==> src/rtl/multi_mode_ff_reg.sv <==
// ----------------------------------------------------------------------------
// multi_mode_ff_reg
//   WIDTH-bit register bank in which every bit behaves as a D, T, JK or SR
//   flip-flop, selected at run time by `mode`. It also supports hold and
//   serial shift left/right, so it can be used for bit-slice storage,
//   counters and shift chains.
//
// Parameters
//   WIDTH        number of bits, 1..64
//   RESET_VAL    reset value of q (only the low WIDTH bits are used)
//   SR_PRIORITY  how SR mode resolves S=R=1: 0 hold, 1 set wins, 2 reset wins
//
// Ports
//   clk     in   rising-edge clock
//   reset   in   asynchronous active-high reset
//   en      in   clock enable; q holds when low
//   mode    in   [2:0]  0 HOLD,1 D,2 T,3 JK,4 SR,5 SHL,6 SHR,7 HOLD
//   a       in   [WIDTH] d / t / j / s
//   b       in   [WIDTH] k / r
//   sin     in   serial input for the shift modes
//   q       out  [WIDTH] register state
//   qb      out  [WIDTH] ~q
//   sout    out  q[WIDTH-1] in SHL, q[0] in SHR, otherwise 0
//   sr_err  out  sticky flag: S=R=1 was seen on an enabled SR edge
//                (present only when MULTI_MODE_FF_SR_ERR_EN is defined)
//
// Optional feature macro: MULTI_MODE_FF_SR_ERR_EN
// ----------------------------------------------------------------------------

// Per-bit next-state cell. It is purely combinational; the top level holds
// the register.
module multi_mode_ff_bit #(
  parameter int SR_PRIORITY = 0
) (
  input  logic [2:0] mode_i,
  input  logic       q_i,
  input  logic       a_i,
  input  logic       b_i,
  input  logic       shl_i,   // value shifted into this bit in SHL
  input  logic       shr_i,   // value shifted into this bit in SHR
  output logic       d_o
);
  localparam logic [2:0] M_HOLD = 3'd0;
  localparam logic [2:0] M_D    = 3'd1;
  localparam logic [2:0] M_T    = 3'd2;
  localparam logic [2:0] M_JK   = 3'd3;
  localparam logic [2:0] M_SR   = 3'd4;
  localparam logic [2:0] M_SHL  = 3'd5;
  localparam logic [2:0] M_SHR  = 3'd6;

  logic sr_both;

  // Resolve S=R=1 at elaboration time.
  always_comb begin
    sr_both = q_i;
    if (SR_PRIORITY == 1)      sr_both = 1'b1;
    else if (SR_PRIORITY == 2) sr_both = 1'b0;
  end

  always_comb begin
    d_o = q_i;
    case (mode_i)
      M_HOLD: d_o = q_i;
      M_D:    d_o = a_i;
      M_T:    d_o = q_i ^ a_i;
      M_JK: begin
        case ({a_i, b_i})
          2'b01:   d_o = 1'b0;
          2'b10:   d_o = 1'b1;
          2'b11:   d_o = ~q_i;
          default: d_o = q_i;
        endcase
      end
      M_SR: begin
        case ({a_i, b_i})
          2'b01:   d_o = 1'b0;
          2'b10:   d_o = 1'b1;
          2'b11:   d_o = sr_both;
          default: d_o = q_i;
        endcase
      end
      M_SHL:   d_o = shl_i;
      M_SHR:   d_o = shr_i;
      default: d_o = q_i;   // 3'd7 is reserved and behaves as HOLD
    endcase
  end
endmodule

module multi_mode_ff_reg #(
  parameter int          WIDTH       = 8,
  parameter logic [63:0] RESET_VAL   = 64'd0,
  parameter int          SR_PRIORITY = 0
) (
  input  logic             clk,
  input  logic             reset,
  input  logic             en,
  input  logic [2:0]       mode,
  input  logic [WIDTH-1:0] a,
  input  logic [WIDTH-1:0] b,
  input  logic             sin,
  output logic [WIDTH-1:0] q,
  output logic [WIDTH-1:0] qb,
  output logic             sout
`ifdef MULTI_MODE_FF_SR_ERR_EN
  ,
  output logic             sr_err
`endif
);
  localparam logic [WIDTH-1:0] RST_Q = RESET_VAL[WIDTH-1:0];

  logic [WIDTH-1:0] q_q;
  logic [WIDTH-1:0] q_d;
  logic [WIDTH-1:0] shl_src;
  logic [WIDTH-1:0] shr_src;

  // Shift neighbours. The end bits take sin, so for WIDTH=1 both shift
  // modes reduce to q <= sin.
  for (genvar i = 0; i < WIDTH; i++) begin : g_bit
    if (i == 0) begin : g_shl_end
      assign shl_src[i] = sin;
    end else begin : g_shl_mid
      assign shl_src[i] = q_q[i-1];
    end
    if (i == WIDTH-1) begin : g_shr_end
      assign shr_src[i] = sin;
    end else begin : g_shr_mid
      assign shr_src[i] = q_q[i+1];
    end

    multi_mode_ff_bit #(
      .SR_PRIORITY (SR_PRIORITY)
    ) u_bit (
      .mode_i (mode),
      .q_i    (q_q[i]),
      .a_i    (a[i]),
      .b_i    (b[i]),
      .shl_i  (shl_src[i]),
      .shr_i  (shr_src[i]),
      .d_o    (q_d[i])
    );
  end

  // Any pending next state is dropped when reset arrives.
  always_ff @(posedge clk or posedge reset) begin
    if (reset)   q_q <= RST_Q;
    else if (en) q_q <= q_d;
  end

  assign q  = q_q;
  assign qb = ~q_q;

  always_comb begin
    sout = 1'b0;
    if (mode == 3'd5)      sout = q_q[WIDTH-1];
    else if (mode == 3'd6) sout = q_q[0];
  end

`ifdef MULTI_MODE_FF_SR_ERR_EN
  logic sr_err_q;
  logic sr_err_d;

  // The flag is sticky and does not depend on SR_PRIORITY. It is set on the
  // same edge that q takes its SR update.
  always_comb begin
    sr_err_d = sr_err_q;
    if (en && (mode == 3'd4) && |(a & b)) sr_err_d = 1'b1;
  end

  always_ff @(posedge clk or posedge reset) begin
    if (reset) sr_err_q <= 1'b0;
    else       sr_err_q <= sr_err_d;
  end

  assign sr_err = sr_err_q;
`endif
endmodule

==> config.mk <==
export PLATFORM = sky130hd
export DESIGN_NAME = multi_mode_ff_reg
export DESIGN_NICKNAME = d
export VERILOG_FILES = /design/src/rtl/multi_mode_ff_reg.sv
export SDC_FILE = /design/constraint.sdc
export NUM_CORES = 1
export LEC_CHECK = 0
export CORE_MARGIN = 5
export CORE_UTILIZATION = 51
export CTS_BUF_LIST = sky130_fd_sc_hd__clkbuf_4 sky130_fd_sc_hd__clkbuf_8
export CTS_CLUSTER_SIZE = 16
export DETAILED_ROUTE_END_ITERATION = 10
export PLACE_DENSITY = 0.92
export SLEW_MARGIN = 15
export SYNTH_ARGS = -nofsm -noshare
export SYNTH_HDL_FRONTEND = slang
export SYNTH_SLANG_ARGS = --single-unit
==> constraint.sdc <==
create_clock -name clk -period 1.51 [get_ports clk]
set_input_delay 0.151 -clock clk [delete_from_list [all_inputs] [get_ports clk]]
set_output_delay 0.151 -clock clk [all_outputs]
set_load 0.05 [all_outputs]
======== After elaboration in Yosys (flattened, before gate mapping) ========
Cells that the tools add are included.
cells by class
  add/subtract/negate cells ............... 0
  multiply operators ...................... 0
  div/mod/pow operators ................... 0
  magnitude comparators ................... 0
  eq/ne operators ......................... 46
  shift operators ......................... 0
  muxes and demuxes ....................... 26
  bitwise gates (word level) .............. 17
  reduce and logical (&&, ||, !) cells .... 9
operator list
  cell                                                  number
  one-hot mux 1 bit (6 select lines)                    8
  equality test 2 bit (second input constant)           16
  != test 4 x 1 -> 1 bit (second input constant)        8
  AND reduction 4 bit                                   8
  != test 3 x 1 -> 1 bit (second input constant)        8
  one-hot mux 1 bit (3 select lines)                    8
  equality test 2 x 1 -> 1 bit (second input constant)  8
  one-hot mux 1 bit (2 select lines)                    8
  equality test 3 bit (second input constant)           3
  inverter 1 bit                                        8
  inverter 8 bit                                        1
  bitwise XOR 1 bit                                     8
  equality test 3 x 2 -> 1 bit (second input constant)  2
  nonzero test 6 bit                                    1
  equality test 3 x 1 -> 1 bit (second input constant)  1
  2-to-1 mux 1 bit                                      2
storage, ports and cells
  register bits ........................... 8
  bits in latches ......................... 0
  memory bits (writable) .................. 0
  bits in read-only memories .............. 0
  input bits .............................. 23
  memories ................................ 0

======== Logic depth before layout (Yosys ltp) ========
Gate-level depths: netlist of the first run.
  depth in word-level cells ............... 3
  gate-level depth with buffers ........... 7
  depth with buffers taken out ............ 7

======== Cells and area by module ========
Synthesis of the first run repeated with hierarchy kept, for this count alone.
unflattened totals
  cells, all modules ...................... 149
  area, all modules ....................... 1306.3 µm²
modules (own cells, without submodules)
  module             times used  cells an instance  area each (µm²)
  multi_mode_ff_bit  8           14                 121.4
  multi_mode_ff_reg  1           37                 335.3

======== Least setup slack after synthesis of the first run ========
OpenSTA, ideal clock, no wires.
  path type ............................... input to register
  from .................................... in mode[1]
  to ...................................... reg q_q[2], in the netlist q[2]
  library setup time ...................... 99 ps
  arrival ................................. 1530 ps
  path slack .............................. -119 ps
  stages on the path ...................... 6
  cell sequence ........................... buf_6 or3b_1 buf_6 o311ai_4 mux2_1 a311oi_1
between the ends
  word-level cells in the longest chain between the ends .. 3
  elaborated cells between the ends (all ways) .. 11
ends and longest elaborated chain
  what                                                             line  text
  start, declared                                                  97    input logic [2:0] mode,
  equality test 3 x 2 -> 1 bit (tied with other cells)             62    case (mode_i)
  != test 4 x 1 -> 1 bit (no source line) (tied with other cells)  --
  AND reduction 4 bit (no source line)                             --
  end signal, assigned                                             146   else if (en) q_q <= q_d;
  end, declared                                                    111   logic [WIDTH-1:0] q_q;
Parallel ways exist; a longest one is shown, timed or not.
A chain may end at the register's enable or synchronous reset.

======== Final worst setup path of the first run ========
  from .................................... in mode[2]
  to ...................................... reg q_q[2], in the netlist q[2]
The elaborated chain is that of the path after synthesis.

==> metrics, run 1 <==
status finished, violations left; failing checks setup timing; CTS sink count 8; Hold-fix buffers, CTS 0; Placer Congestion 0.901; final hold violation count 0; asr flop ratio synth 1.00; fin crit period about 1500 ps; sequential share of power 0.161; RR Startpoint q[4]; Design Area, Final ~2400 µm²; Leakage roughly 1.2 nW; Setup crit start kind input port; number of cell rows 19; Max Cap Viol 0; antenna viol nets, final 0; Critical R2R Capture q[4]; Reg with most FFs q; maximum fanout along the worst path 26; die footprint roughly 4200 µm²; I/O Pins 40; vias per std cell 6.43; RSZ-0062 raised after global routing true; Final setup viols 1; ANT cells 0; post-synthesis cell area about 1500 µm²; Largest regs q (8); Worst Setup SP mode[2]; Core ar. around 2800 µm²; All-Layer GR Usage 0.256; pre-CTS WS -604 ps; CTS tree yes; setup ws final -20.0 ps; initial antenna violation count 0; die height between 60 and 70 µm; Syn Nets 236; R2R Setup Slk 60 ps; synthesized area per cell roughly 8.1 µm²; maximum operating frequency between 600 and 700 MHz; predominant post-synthesis flop cell dfrtp_1; IO Port Bufs 39; Slew Viols, Final 0; relative slew slack 0.734; Sw Ratio 0.482; hold_ws 143 ps; worst clock skew 5.69 ps; FF+latch count, synth 8; placed cell areas between 2000 and 2500 µm²; CP arrival 1700 ps; grt total ovfl 0; Die W ~65 µm; crit path to q[2]; worst setup path class input port to flip-flop; clock buffer depth 2; Nets 304; Root Buffer clkbuf_4; first-pass GRT wire length about 8500 µm; drt first-iter violations 192; synth top area cells ha_1, dfrtp_1, inv_1; DR WL/cell slightly below 20 µm; max reg flops 8; VDD IR max a little over 0.0007 V; Post-synth EDFFs 0; largest net degree at the start of global routing 27; clock-pin transition on the worst setup and hold timing paths roughly 70 ps; DR vias between 1500 and 2000; Num CTS Buffers 3; worst skew pair latency around 270 ps; htree depth 1; share of layout cells above drive strength 1 0.369; Tcrit/Tclk final 1.01; Syn-to-layout area delta 58.7%; power density cells approximately 900 nW/µm²; number of global-route vias before repair 1917; initial core utilization 0.541; Worst Setup End Kind flip-flop; Tot Pwr 2.14 mW; combinational power share 0.749; path depth of the worst reg2reg path 5; drt total wl approximately 5600 µm; post-DP HPWL around 3900 µm; hold crit path type input port to asynchronous set/reset pin; Req. time, crit path about 1700 ps; Warnings, synthesis 0; Synth Instances between 150 and 200; clock power share 0.090; Yosys cell types 42; Worst-Margin Slew between 300 and 400 ps; DRC viols 0; setup TNS -20.0 ps; switching power about 1.0 mW; DR pass1 iterations 5; leading area contributor after synthesis ha_1; Pint about 1.1 mW; Yosys top cell area share 0.196; post-synthesis sequential area ratio 0.131
-- metrics by stage --
stage	cells	utilization
after floorplan	189	-
final	286	0.859
after CTS	286	0.836
after global routing	286	0.859
after detailed placement	283	0.812
after global placement	283	0.812
-- cells in the mapped netlist, types with 3 or more instances --
cell type,n
nand2_1,6
buf_4,10
o21ai_0,6
dfrtp_1,8
nor2_1,10
o31ai_1,3
buf_6,3
nand3b_1,9
buf_2,3
a32o_1,3
a22oi_1,4
a21oi_1,13
o311a_1,4
ha_1,24
mux2i_1,5
a22o_1,3
nor2b_1,11
o22ai_1,5
o311ai_1,3
inv_1,25
nand2b_1,4
-- worst max-delay path: stages --
cell	delay [ps]
clkdlybuf4s15_2	190
buf_6	220
nand3_1	160
and3_1	260
o311ai_4	90
mux2_4	340
a311oi_2	270
-- routing by layer --
| layer | track usage | up-vias | wire length (µm) | part of all wire |
|---|---|---|---|---|
| met3 | 0.0432 | 31 | 461 | 0.082 |
| met1 | 0.301 | 871 | 2160 | 0.39 |
| met2 | 0.441 | 130 | 2710 | 0.48 |
| li1 | - | 806 | - | - |
| met5 | 0 | - | 0 | 0 |
| met4 | 0.142 | 0 | 261 | 0.047 |
-- power groups by stage --
stage	combinational [mW]	clock [mW]	sequential (mW)
after floorplan	0.817	0	0.336
after global placement	1.49	0	0.331
after detailed placement	1.53	0	0.334
after CTS	1.56	0.188	0.332
after global routing	1.67	0.206	0.347
final	1.60	0.194	0.344
-- what timing repair did --
action                                  in CTS  in global routing
endpoints found under the setup margin       9                  5
gates resized for setup                     40                 20
setup buffers                                0                  0
pin swaps                                    6                  5
-- layout by cell type, fill, tap and decap left out, types with 3 or more instances in the layout --
cell,Yosys,final
ha_2,0,4
buf_12,0,15
dlymetal6s2s_1,0,4
inv_1,25,25
nor2b_1,11,6
mux2i_1,5,5
nand2b_1,4,4
nand2_1,6,6
clkbuf_4,0,3
o311ai_2,1,3
a21oi_1,13,12
a22oi_1,4,4
clkdlybuf4s50_1,0,8
o22ai_1,5,4
ha_1,24,20
nand3b_1,9,9
a22o_1,3,3
o311a_1,4,4
nor2b_4,0,3
dlygate4sd2_1,0,6
o21ai_1,0,3
nor2_1,10,10
buf_4,10,41
buf_6,3,3
dfrtp_1,8,7
-- final cells by class --
type                            count  area, µm²
Timing Repair Buffer               81        851
Clock buffer                        3       22.5
Fill cell                         142        398
Multi-Input combinational cell    138       1220
Inverter                           25       93.8
Sequential cell                     8        201
Tap cell                           31       38.8
-- kinds of logic (layout without fill, tap and decap cells) --
kind of cell,after synthesis,in the layout,share of synthesized area
xor gates and xnor gates,1,1,0.00572
AOI/OAI and AO/OA,60,60,0.305
DFF,8,8,0.131
adders and majority gates,24,24,0.196
muxes,6,6,0.0400
and+or+nand+nor,47,47,0.176
buffers and inverters,43,109,0.147
-- worst min-delay path by stage --
stage	cells after the start	start	slack (ps)	to
floorplan	1	reset	-30	q[0]
global placement	2	reset	440	q[0]
detailed placement	2	reset	450	q[0]
CTS	2	reset	160	q[6]
global route	2	reset	160	q[6]
finish	2	reset	140	q[4]
Power figures use the tool's default switching activity.
==> inputs of run 2 (changes only) <==
--- a/config.mk
+++ b/config.mk
@@ -10,6 +10,8 @@
 export CTS_BUF_LIST = sky130_fd_sc_hd__clkbuf_4 sky130_fd_sc_hd__clkbuf_8
 export CTS_CLUSTER_SIZE = 16
 export DETAILED_ROUTE_END_ITERATION = 10
+export GPL_ROUTABILITY_DRIVEN = 0
+export GPL_TIMING_DRIVEN = 0
 export PLACE_DENSITY = 0.92
 export SLEW_MARGIN = 15
 export SYNTH_ARGS = -nofsm -noshare
==> run 2 against run 1 <==
Compared with the run above:
- the run now ends clean
- via count fell by 15%
- total power is 23% lower
- cell count decreased by 8.0%
- maximum frequency is 2.8% higher
- register-to-register slack gained 30 ps
==> metrics, run 2 (synthesized netlist as in run 1, its figures left out) <==
die footprint 4200 µm²; Pint about 760 µW; status complete, no violations; # fillers 244; initial antenna violation count 0; power density cells around 840 nW/µm²; clock power share 0.112; max reg flops 8; Max Cap Viol 0; Nets 281; worst clock skew between 7 and 8 ps; CTS tree yes; Worst-Margin Slew approximately 480 ps; sequential share of power 0.223; DRC viols 0; grt total ovfl 0; crit-path cells buf_2 > or3b_4 > buf_6 > o311ai_4 > mux2_4 > a311oi_2; combinational power share 0.666; clock-pin transition on the worst setup and hold timing paths 70 ps; Worst Setup End Kind flip-flop; Crit-path slowest cell or3b_4; Hold-fix buffers, CTS 0; RSZ-0062 raised after global routing true; DR pass1 iterations 4; Reg with most FFs q; Largest regs q (8); FF/Latch Area 203 µm²; switching power a little under 900 µW; placed insts 257; Setup crit start kind input port; VDD IR max 0.000564 V; CP arrival approximately 1700 ps; Most Crowded Layer GR met2; ANT cells 0; Critical R2R Capture q[7]; post-DP HPWL 2990 µm; DR WL/cell 15.1 µm; first-pass GRT wire length 6560 µm; met1 usage 0.263; Slew Viols, Final 0; die height 64.8 µm; drt first-iter violations 59; number of global-route vias before repair about 1400; Sw Ratio 0.540; Tcrit/Tclk final 0.986; antenna viol nets, final 0; Leakage between 0.9 and 1 nW; worst setup path class input port to flip-flop; Tot Pwr between 1.5 and 2 mW; I/O Pins 40; All-Layer GR Usage 0.195; share of layout cells above drive strength 1 0.228; number of cell rows 19; footprint of the multi-input gates 1150 µm²; path depth of the worst reg2reg path 5; Root Buffer clkbuf_4; commonest cells after routing, fill and taps aside inv_1, ha_1, buf_4, a21oi_1, clkbuf_2; Syn-to-layout area delta 28.4%; DR vias about 1600; clock buffer depth 2; Req. time, crit path around 1700 ps; relative slew slack 0.682; Core ar. between 2000 and 3000 µm²; initial core utilization 0.541; maximum fanout along the worst path 8; htree depth 1; placed cell areas between 1500 and 2000 µm²; vias per std cell 5.94; Num CTS Buffers 3; RR Startpoint q[7]; maximum operating frequency 672 MHz; final hold violation count 0; most common cell after layout, fill and taps aside inv_1; fin cells approximately 260; largest net degree at the start of global routing 11; Design Area, Final slightly below 2000 µm²; CTS sink count 8; met3 Usage GRT 0.0415; R2R Setup Slk 90 ps; worst skew pair latency roughly 270 ps; IO Port Bufs 37; Final setup viols 0; CP max stage delay approximately 400 ps; setup TNS 0 ps; drt total wl 3980 µm; Die W approximately 65 µm; fin crit period about 1500 ps; grt met2 use 0.318; hold crit path type input port to asynchronous set/reset pin
-- run 2: changes by cell type in the layout (fill, tap and decap cells not counted), sizes merged --
cell	previous run	this run
buf	61	21
clkbuf	4	17
clkdlybuf4s15	1	5
clkdlybuf4s50	8	9
dlygate4sd2	6	5
-- run 2: worst max-delay path: cells and delay by family --
kind,cells,cell delay (ps)
AO/OA/AOI/OAI,2,480
buffers and inverters,2,280
AND/OR/NAND/NOR,1,400
multiplexers,1,340
-- run 2: how the worst max path moves through the flow --
stage / slack (ps) / endpoint / cells after the start / start
6_report: 20 / q[2] / 6 / mode[0]
2_1_floorplan: -110 / q[2] / 6 / mode[1]
3_5_place_dp: -790 / sout / 5 / mode[0]
4_1_cts: -6 / q[7] / 2 / q[7]
5_1_grt: -40 / q[3] / 7 / b[3]
3_3_place_gp: -800 / sout / 5 / mode[0]
-- run 2: what timing repair did --
item	CTS	global route
hold endpoints to repair	0	0
setup endpoints to repair	25	23
pin swaps	2	2
gates resized for setup	46	34
buffers inserted	3	0
-- run 2: final cells by class --
class,count,area share
repair buffers,40,0.167
multi-input cells,138,0.584
flip-flops and latches,8,0.103
plain buffers,18,0.0668
clock buffers,3,0.0115
inverters,25,0.0477
well taps,31,0.0197
-- run 2: routing by layer --
layer | wire length, µm | vias up | share of wire
met1 | 1700 | 729 | 0.43
li1 | - | 761 | -
met3 | 308 | 11 | 0.077
met2 | 1900 | 60 | 0.48
met5 | 0 | - | 0
met4 | 68 | 0 | 0.017
-- run 2: per-stage QoR --
| stage | hold WS, ps | setup WS [ps] | util |
|---|---|---|---|
| 2_1_floorplan | -33.3 | -111 | - |
| 3_3_place_gp | 440 | -804 | 0.688 |
| 3_5_place_dp | 439 | -786 | 0.688 |
| 4_1_cts | 160 | -6.03 | 0.703 |
| 5_1_grt | 171 | -43.1 | 0.695 |
| 6_report | 149 | 21.3 | 0.695 |
-- run 2: power by group through the flow --
stage          Clock, mW  Combinational [mW]  Sequential [mW]
3_5_place_dp           0                1.16            0.364
5_1_grt            0.207                1.18            0.380
3_3_place_gp           0                1.14            0.363
2_1_floorplan          0               0.817            0.336
6_report           0.184                1.10            0.367
4_1_cts            0.185                1.12            0.362
